===== src/rtl/fact_checked_unit.sv =====
`default_nettype none
// ============================================================================
// Module      : fact_checked_unit
// Description : Iterative n! with range and overflow checking, one multiply/cycle.
// Revision    : 1.0 - initial release
// ============================================================================
module fact_checked_unit #(
    parameter int N_WIDTH   = 4,
    parameter int OUT_WIDTH = 32,
    parameter int MAX_N     = 12
) (
    input  logic                 clk,
    input  logic                 rst,
    input  logic                 go,
    input  logic [N_WIDTH-1:0]   n,
    output logic                 busy,
    output logic                 done,
    output logic                 err,
    output logic [OUT_WIDTH-1:0] result
);

    typedef enum logic [1:0] {
        S_IDLE = 2'd0,
        S_CALC = 2'd1,
        S_DONE = 2'd2
    } state_t;

    localparam logic [31:0]          c_max_n   = 32'(MAX_N);
    localparam logic [N_WIDTH-1:0]   c_cnt_one = {{(N_WIDTH-1){1'b0}}, 1'b1};
    localparam logic [OUT_WIDTH-1:0] c_acc_one = {{(OUT_WIDTH-1){1'b0}}, 1'b1};

    state_t                       r_state;
    state_t                       w_next;
    logic [N_WIDTH-1:0]           r_cnt;
    logic [OUT_WIDTH-1:0]         r_acc;
    logic [OUT_WIDTH-1:0]         r_result;
    logic                         r_ovf;
    logic                         r_err;
    logic [OUT_WIDTH+N_WIDTH-1:0] w_prod;
    logic                         w_prod_ovf;
    logic                         w_range_err;
    logic                         w_cnt_gt1;

    // Full-width product so any bit above OUT_WIDTH flags overflow.
    assign w_prod      = {{N_WIDTH{1'b0}}, r_acc} * {{OUT_WIDTH{1'b0}}, r_cnt};
    assign w_prod_ovf  = |w_prod[OUT_WIDTH+N_WIDTH-1:OUT_WIDTH];
    assign w_range_err = (32'(n) > c_max_n);
    assign w_cnt_gt1   = (r_cnt > c_cnt_one);

    always_ff @(posedge clk or posedge rst) begin
        if (rst) begin
            r_state <= S_IDLE;
        end else begin
            r_state <= w_next;
        end
    end

    always_comb begin
        w_next = r_state;
        busy   = 1'b0;
        done   = 1'b0;
        case (r_state)
            S_IDLE: begin
                if (go) begin
                    w_next = w_range_err ? S_DONE : S_CALC;
                end
            end
            S_CALC: begin
                busy = 1'b1;
                if (!w_cnt_gt1) begin
                    w_next = S_DONE;
                end
            end
            S_DONE: begin
                busy   = 1'b1;
                done   = 1'b1;
                w_next = S_IDLE;
            end
            default: w_next = S_IDLE;
        endcase
    end

    always_ff @(posedge clk or posedge rst) begin
        if (rst) begin
            r_cnt    <= '0;
            r_acc    <= c_acc_one;
            r_ovf    <= 1'b0;
            r_result <= '0;
            r_err    <= 1'b0;
        end else begin
            case (r_state)
                S_IDLE: begin
                    if (go) begin
                        // A range error is final here; the DONE cycle only reports it.
                        r_result <= '0;
                        r_err    <= w_range_err;
                        r_cnt    <= n;
                        r_acc    <= c_acc_one;
                        r_ovf    <= 1'b0;
                    end
                end
                S_CALC: begin
                    if (w_cnt_gt1) begin
                        r_acc <= w_prod[OUT_WIDTH-1:0];
                        r_cnt <= r_cnt - c_cnt_one;
                        if (w_prod_ovf) begin
                            r_ovf <= 1'b1;
                        end
                    end else begin
                        r_result <= r_ovf ? '0 : r_acc;
                        r_err    <= r_ovf;
                    end
                end
                default: ;
            endcase
        end
    end

    assign err    = r_err;
    assign result = r_result;

endmodule
`default_nettype wire


===== config.mk =====
export PLATFORM = sky130hd
export DESIGN_NAME = fact_checked_unit
export DESIGN_NICKNAME = d
export VERILOG_FILES = /design/src/rtl/fact_checked_unit.sv
export SDC_FILE = /design/constraint.sdc
export NUM_CORES = 1
export LEC_CHECK = 0
export BUFFER_PORTS_ARGS = -buffer_cell sky130_fd_sc_hd__buf_4
export CAP_MARGIN = 20
export CORE_UTILIZATION = 43
export CTS_CLUSTER_SIZE = 25
export DETAILED_ROUTE_END_ITERATION = 8
export PLACE_DENSITY = 0.69
export SYNTH_ARGS = -nofsm -noshare
export SYNTH_HDL_FRONTEND = slang
export SYNTH_SLANG_ARGS = --single-unit

===== constraint.sdc =====
create_clock -name clk -period 5.83 [get_ports clk]
set_input_delay 1.4575 -clock clk [delete_from_list [all_inputs] [get_ports clk]]
set_output_delay 1.4575 -clock clk [all_outputs]
set_load 0.1 [all_outputs]

==> results of run 1 <==
## worst max-delay path, stage by stage, from the launching register on
cell                        delay, ns
sky130_fd_sc_hd__dfrtp_1         0.81
sky130_fd_sc_hd__nand2_1         0.17
sky130_fd_sc_hd__fa_1            0.53
sky130_fd_sc_hd__inv_1           0.05
sky130_fd_sc_hd__fa_1            0.53
sky130_fd_sc_hd__fa_1            0.49
sky130_fd_sc_hd__a211o_1         0.37
sky130_fd_sc_hd__a2111oi_4       0.38
sky130_fd_sc_hd__o21bai_1        0.15
sky130_fd_sc_hd__a21o_1          0.20
sky130_fd_sc_hd__a221o_1         0.36
sky130_fd_sc_hd__a221oi_2        0.32
sky130_fd_sc_hd__mux2i_1         0.22
sky130_fd_sc_hd__o211ai_1        0.10
## kinds of logic (layout without fill, tap and decap cells)
kind of cell | Yosys count | after routing | share of synthesized area, %
AO/OA/AOI/OAI | 196 | 196 | 16.8
XOR/XNOR | 28 | 28 | 3.38
adder cells (fa/ha/maj) | 105 | 105 | 24.3
buffers and inverters | 172 | 192 | 8.93
flip-flops | 72 | 72 | 24.9
multiplexers | 3 | 3 | 0.414
AND/OR/NAND/NOR | 314 | 314 | 21.3
## worst max path at each step
stage / from / endpoint / slack [ns] / cells after the start
3_5_place_dp: r_cnt[2]$_DFFE_PP0P_ / r_acc[28]$_DFFE_PP0P_ / 1.05 / 13
5_1_grt: r_cnt[2]$_DFFE_PP0P_ / r_acc[28]$_DFFE_PP0P_ / 0.83 / 13
6_report: r_cnt[2]$_DFFE_PP0P_ / r_acc[28]$_DFFE_PP0P_ / 1.03 / 13
2_1_floorplan: r_cnt[3]$_DFFE_PP0P_ / r_acc[28]$_DFFE_PP0P_ / 1.38 / 15
4_1_cts: r_cnt[2]$_DFFE_PP0P_ / r_acc[28]$_DFFE_PP0P_ / 1.01 / 13
3_3_place_gp: r_cnt[2]$_DFFE_PP0P_ / r_acc[28]$_DFFE_PP0P_ / 1.16 / 13
## layout make-up
cell class | count | area (sq um)
Inverter | 126 | 473
Timing Repair Buffer | 50 | 388
Tap cell | 220 | 275
Clock buffer | 9 | 225
Sequential cell | 72 | 1800
Multi-Input combinational cell | 646 | 4810
Fill cell | 1605 | 8480
Clock inverter | 7 | 70.1
## state kept, by name, summed over array words and instances, names as in the netlist
signal and flops:
err 1, r_cnt 4, result 32, r_acc 32, r_ovf 1, r_state 2
## per-stage QoR
| step | hold slack (ns) | utilization [%] | setup slack [ns] | total power [mW] | instance area [sq um] |
|---|---|---|---|---|---|
| 3_3_place_gp | 0.464 | 46.8 | 1.16 | 3.60 | 7730 |
| 2_1_floorplan | 0.475 | - | 1.38 | 3.01 | 7250 |
| 4_1_cts | 0.484 | 48.6 | 1.01 | 4.25 | 8020 |
| 6_report | 0.476 | 48.7 | 1.03 | 4.25 | 8040 |
| 5_1_grt | 0.505 | 48.7 | 0.830 | 4.67 | 8040 |
| 3_5_place_dp | 0.471 | 46.8 | 1.05 | 3.66 | 7730 |
## power groups by stage
stage	sequential (mW)	combinational (mW)	clock [mW]
after floorplan	1.09	1.92	0
after global placement	0.876	2.72	0
after detailed placement	0.883	2.78	0
after CTS	0.875	2.80	0.579
after global routing	0.907	3.17	0.595
final	0.879	2.80	0.568
## layer usage
layer,vias up,routed length [um]
li1,2940,-
met1,2921,7910
met2,169,8350
met3,22,908
met4,0,257
met5,-,0
## cell usage in the layout (no fill, tap or decap), drive strengths merged, types with 3 or more instances in the layout
cell type and n:
nand2 133, inv 127, and2 90, o21ai 83
dfrtp 71, fa 60, buf 50, ha 45
nand3 39, a21oi 38, xor2 16, a21o 15
nor2 14, xnor2 12, a211oi 10, clkbuf 9
nor3 8, o21bai 8, o211ai 7, and3 7
a31oi 6, nor2b 6, nand2b 5, nand4 4
or3 4, o31ai 4, clkinv 4, o21a 3
o22ai 3, mux2i 3, a2111oi 3
==> results.cfg, run 1 <==
[floorplan]
die_height_um = 132
die_area_sq_mm = 0.0174
row_count = 47
initial_core_utilization_pct = 43.9
die-width_um = 132
top_ports = 42
core_area_sq_mm = 0.0165

[power_and_ir_drop]
power.switching_fraction_pct = 55.5
power_density_mw_per_mm2 = 528
pwr-share-seq_pct = 20.7
cellInternalPower_mw = 1.89
power.leakage_nw = 3.95
ir_drop_mv = 0.367
switchingPower_mw = 2.36
comb_power_share_pct = 65.9
clk_network_pwr_share_pct = 13.4

[global_routing]
grtUsageMet3_pct = 3.31
grt_start_max_net_pins = 63
first_global_vias = 6294
grt.overflow.total = 0
antenna_found_initial = 0
met1_routing_resource_usage_after_global_routing_pct = 29.4
globalRouteTotalUtil_pct = 21.8
grt_use_met2_pct = 36.5
grt_pass1_wl_mm = 30.9
global_route.peak_usage_layer = met2

[detailed_routing]
ant_nets = 0
num_vias = 6052
routed_wire_length_per_instance_um = 15.4
route.detailed.drc = 0
vias_per_instance = 5.36
detail_route.iter0.violations = 313
drtPass1Iterations = 5
wirelength_routed_mm = 17.4

[synthesis]
postSynth.topFlopCell = sky130_fd_sc_hd__dfrtp_1
synth_largest_type_area_fraction_pct = 24.5
synthTopCellsByCount = 133 x sky130_fd_sc_hd__nand2_1, 126 x sky130_fd_sc_hd__inv_1, 90 x sky130_fd_sc_hd__and2_1, 83 x sky130_fd_sc_hd__o21ai_0, 71 x sky130_fd_sc_hd__dfrtp_1
ys_async_sr_fraction_pct = 100
synth_sequential_area_ratio_pct = 24.9
syn_inst = 890
synth-edff-count = 0
syn-mean-instance-area_sq_um = 8.15
synth_nets = 1002
post-synth-top-area-cell = sky130_fd_sc_hd__dfrtp_1
synthesis.area_sq_mm = 0.00725
synth_cell_type_count = 49
synth.ff_latch_count = 72
yosysWarningCount = 0
yosys.cell_count.top_type = sky130_fd_sc_hd__nand2_1
synth.area.top_cells = sky130_fd_sc_hd__dfrtp_1 24%, sky130_fd_sc_hd__fa_1 17%, sky130_fd_sc_hd__and2_1 7.8%

[timing]
final_hold_viol_count = 0
tightestPinTransition_ns = 0.873
report.final.setup_viol = 0
layout_worst_path_cycle_share_pct = 82.3
maxSlewViolCount = 0
finalCriticalPeriod_ns = 4.80
timing.slew.headroom_pct = 41.8
maxClockFrequency_mhz = 208
grt_setup_unrepaired = false
setup-tns-final_ns = 0
finClkSkew_ns = 0.00875

[worst_setup_path]
rr_worst_depth = 13
timing.reg2reg.setup_slack_ns = 1.03
worst-path-max-fanout = 21
r2r-start = r_cnt[2]$_DFFE_PP0P_
critPathLaunchType = flip-flop
cp.arrival_ns = 5.02
worst_setup_path_end_kind = flip-flop
cp_data_required_time_ns = 6.05
reg_to_reg_endpoint = r_acc[28]$_DFFE_PP0P_
setup.worst_path.class = reg2reg

[status]
status = completed

[clock_tree]
post_cts_hold_buffer_count = 0
clk_pin_slew_worst_paths_ns = 0.07
cts_buffers = 9
postCtsResizedCells = 0
tritoncts_clock_tree = done
clock_tree.htree_level_count = 3
clock-root-buffer = sky130_fd_sc_hd__clkbuf_16
cts_setup_buffers = 0
insertion_delay_ns = 0.34
clock_sink_count = 72
max-clock-path-buffers = 2

[worst_hold_path]
worstHoldEndpoint = result[20]$_DFFE_PP0P_
hold_class = reg2reg
min_delay_path_depth = 2
min_from = result[20]$_DFFE_PP0P_

[place]
detailedPlacementHpwl_mm = 12.9
finalWeightedCongestion = 0.905
place.detailed.instances = 1113
buffers_on_ports = 41

[cells_and_area]
share_of_post_route_cells_with_drive_strength_above_1_pct = 8.24
layoutNonFillerInstCount = 1130
antennaDiodeCount = 0
syn_to_final_growth_pct = 10.9
finish.net_count = 1017

[flow_run]
cap_viol_max_count = 0
Note: power is estimated with default switching activity, not from simulation.
==> inputs of run 2 (changes only) <==
- ABC_AREA: not set -> 1
- clock period: 5.83 -> 4.9 ns (I/O delays scaled with it)
==> results.cfg, run 2 <==
[status]
status = completed

[place]
detailedPlacementHpwl_mm = 14.1
finalWeightedCongestion = 0.886
buffers_on_ports = 41
place.detailed.instances = 1377

[synthesis]
yosysWarningCount = 0
post-synth-top-area-cell = sky130_fd_sc_hd__dfrtp_1
syn_inst = 1136
synth_nets = 1248
syn-mean-instance-area_sq_um = 6.83
synth_sequential_area_ratio_pct = 23.2
synth_cell_type_count = 42
yosys.cell_count.top_type = sky130_fd_sc_hd__nand2_1
synth-edff-count = 0
synthTopCellsByCount = 332 x sky130_fd_sc_hd__nand2_1, 307 x sky130_fd_sc_hd__inv_1, 71 x sky130_fd_sc_hd__dfrtp_1, 60 x sky130_fd_sc_hd__fa_1, 53 x sky130_fd_sc_hd__nor2_1
synthesis.area_sq_mm = 0.00776
ys_async_sr_fraction_pct = 100
synth_largest_type_area_fraction_pct = 22.9
synth.ff_latch_count = 72
synth.area.top_cells = sky130_fd_sc_hd__dfrtp_1 23%, sky130_fd_sc_hd__nand2_1 16%, sky130_fd_sc_hd__fa_1 15%
postSynth.topFlopCell = sky130_fd_sc_hd__dfrtp_1

[power_and_ir_drop]
power.switching_fraction_pct = 54.9
power.leakage_nw = 5.23
cellInternalPower_mw = 1.72
pwr-share-seq_pct = 25.1
clk_network_pwr_share_pct = 17.9
ir_drop_mv = 0.479
comb_power_share_pct = 57.0
switchingPower_mw = 2.09
power_density_mw_per_mm2 = 445

[worst_setup_path]
cp_data_required_time_ns = 5.12
r2r-start = r_cnt[1]$_DFFE_PP0P_
worst-path-max-fanout = 19
critPathLaunchType = flip-flop
worstPathCellList = buf_4 -> nand2_1 -> fa_1 -> fa_1 -> inv_1 -> ha_1 -> a21oi_1 -> o21ai_1 -> nand2_1 -> nand2_1 -> a21oi_1 -> nand3b_1 -> nand2_1 -> nand3_1 -> nand2_1 -> a21oi_2
worst_setup_path_end_kind = flip-flop
crit_top_cell = sky130_fd_sc_hd__nand2_1
timing.critical_path.slowest_stage_cell = sky130_fd_sc_hd__dfrtp_1
timing.critical_path.slowest_cell_delay_ns = 0.90
cp.arrival_ns = 4.17
critPathLaunch = r_cnt[1]$_DFFE_PP0P_
setup.worst_path.class = reg2reg

[timing]
report.final.setup_viol = 0
finClkSkew_ns = 0.0126
maxSlewViolCount = 0
maxClockFrequency_mhz = 253
setup-tns-final_ns = 0
grt_setup_unrepaired = false
finalCriticalPeriod_ns = 3.95
layout_worst_path_cycle_share_pct = 80.6
final_hold_viol_count = 0
timing.slew.headroom_pct = 41.4
tightestPinTransition_ns = 0.877

[clock_tree]
postCtsResizedCells = 0
clock_tree.htree_level_count = 3
clock-root-buffer = sky130_fd_sc_hd__clkbuf_16
max-clock-path-buffers = 2
clock_sink_count = 72
clk_pin_slew_worst_paths_ns = 0.07
post_cts_hold_buffer_count = 0
cts_setup_buffers = 0
tritoncts_clock_tree = done
cts_buffers = 9
insertion_delay_ns = 0.35

[detailed_routing]
wirelength_routed_mm = 19.2
vias_per_instance = 4.89
route.detailed.drc = 0
ant_nets = 0
detail_route.iter0.violations = 425
drtPass1Iterations = 5
num_vias = 6803
routed_wire_length_per_instance_um = 13.8

[cells_and_area]
commonest_non_fill_non_tap_cells_in_the_layout = 332 x sky130_fd_sc_hd__nand2_1, 306 x sky130_fd_sc_hd__inv_1, 71 x sky130_fd_sc_hd__dfrtp_1
syn_to_final_growth_pct = 10.4
finish.net_count = 1275
layoutNonFillerInstCount = 1392
antennaDiodeCount = 0
most_common_cell_after_layout_fill_and_taps_aside = sky130_fd_sc_hd__nand2_1
share_of_post_route_cells_with_drive_strength_above_1_pct = 10.5

[floorplan]
initial_core_utilization_pct = 44.4
row_count = 48
top_ports = 42
die_height_um = 136
die_area_sq_mm = 0.0186
die-width_um = 136
core_area_sq_mm = 0.0175

[flow_run]
cap_viol_max_count = 0

[global_routing]
grt_pass1_wl_mm = 32.8
grt_start_max_net_pins = 39
globalRouteTotalUtil_pct = 22.4
antenna_found_initial = 0
grt.overflow.total = 0
first_global_vias = 6716

[worst_hold_path]
hold_class = reg2reg
min_from = r_acc[0]$_DFFE_PP1P_
-- run 2: changes by cell type after synthesis, sizes merged, moves of 13 or more --
| cell | before | now |
|---|---|---|
| clkbuf | 42 | 19 |
| o21ai | 83 | 68 |
| nand2 | 133 | 350 |
| a21o | 15 | 2 |
| and2 | 90 | 0 |
| inv | 126 | 313 |
| nor2 | 14 | 56 |
| nand3 | 39 | 54 |
-- run 2: area by class of cell --
cell class                 count  area (sq um)
fill                        1729          8910
multi-input combinational    717          4620
sequential                    72          1800
inverter                     314          1180
timing repair buffer          49           380
tap                          225           282
clock buffer                  10           239
clock inverter                 5          57.6
-- run 2: kinds of logic after synthesis --
group / count (synthesis) / share of synthesized area [%]
xor gates and xnor gates: 6 / 0.677
DFF: 72 / 23.2
AOI/OAI and AO/OA: 132 / 10.1
adders and majority gates: 105 / 22.7
and+or+nand+nor: 474 / 25.8
buffers and inverters: 347 / 17.4
-- run 2: final timing paths --
check                                         endpoint  slack [ns]  cells past startpoint
worst max register to register       r_ovf$_DFFE_PP0P_        0.95                     16
min in group asynchronous        result[6]$_DFFE_PP0P_        0.92                      2
worst min-delay path              r_acc[0]$_DFFE_PP1P_        0.51                      2
worst max-delay path                 r_ovf$_DFFE_PP0P_        0.95                     16
max in group asynchronous       result[27]$_DFFE_PP0P_        2.99                      3
worst min register to register    r_acc[0]$_DFFE_PP1P_        0.51                      2
-- run 2: stage by stage --
stage                     worst slack (ns)  power (mW)  hold slack, ns  cell area (sq um)  utilization, %
final                                0.950        3.81           0.510               8560            49.0
after global routing                 0.666        4.12           0.546               8560            49.0
after CTS                             1.00        3.81           0.515               8560            49.0
after detailed placement              1.01        3.11           0.506               8270            47.3
after global placement                1.10        3.07           0.496               8270            47.3
after floorplan                       1.52        2.60           0.475               7760               -
-- run 2: power by group through the flow --
stage,clock (mW),sequential [mW],combinational (mW)
6_report,0.684,0.956,2.17
2_1_floorplan,0,1.10,1.50
5_1_grt,0.717,0.973,2.43
4_1_cts,0.688,0.950,2.17
3_5_place_dp,0,0.958,2.16
3_3_place_gp,0,0.957,2.11
-- run 2: worst max-delay path, delay by kind of cell, from the launching register on --
| kind | cells | cell delay, ns |
|---|---|---|
| DFF | 1 | 0.90 |
| AOI/OAI and AO/OA | 4 | 0.56 |
| adders and majority gates | 3 | 1.35 |
| and+or+nand+nor | 7 | 0.58 |
| buffers and inverters | 2 | 0.43 |
-- run 2: metal layers --
layer	up-vias	part of all wire (%)	track usage (%)	wire length [um]
li1	3400	-	-	-
met1	3215	47	31.1	9030
met2	171	46	36.4	8870
met3	17	5.3	3.13	1020
met4	0	1.4	5.86	272
met5	-	0	0	0
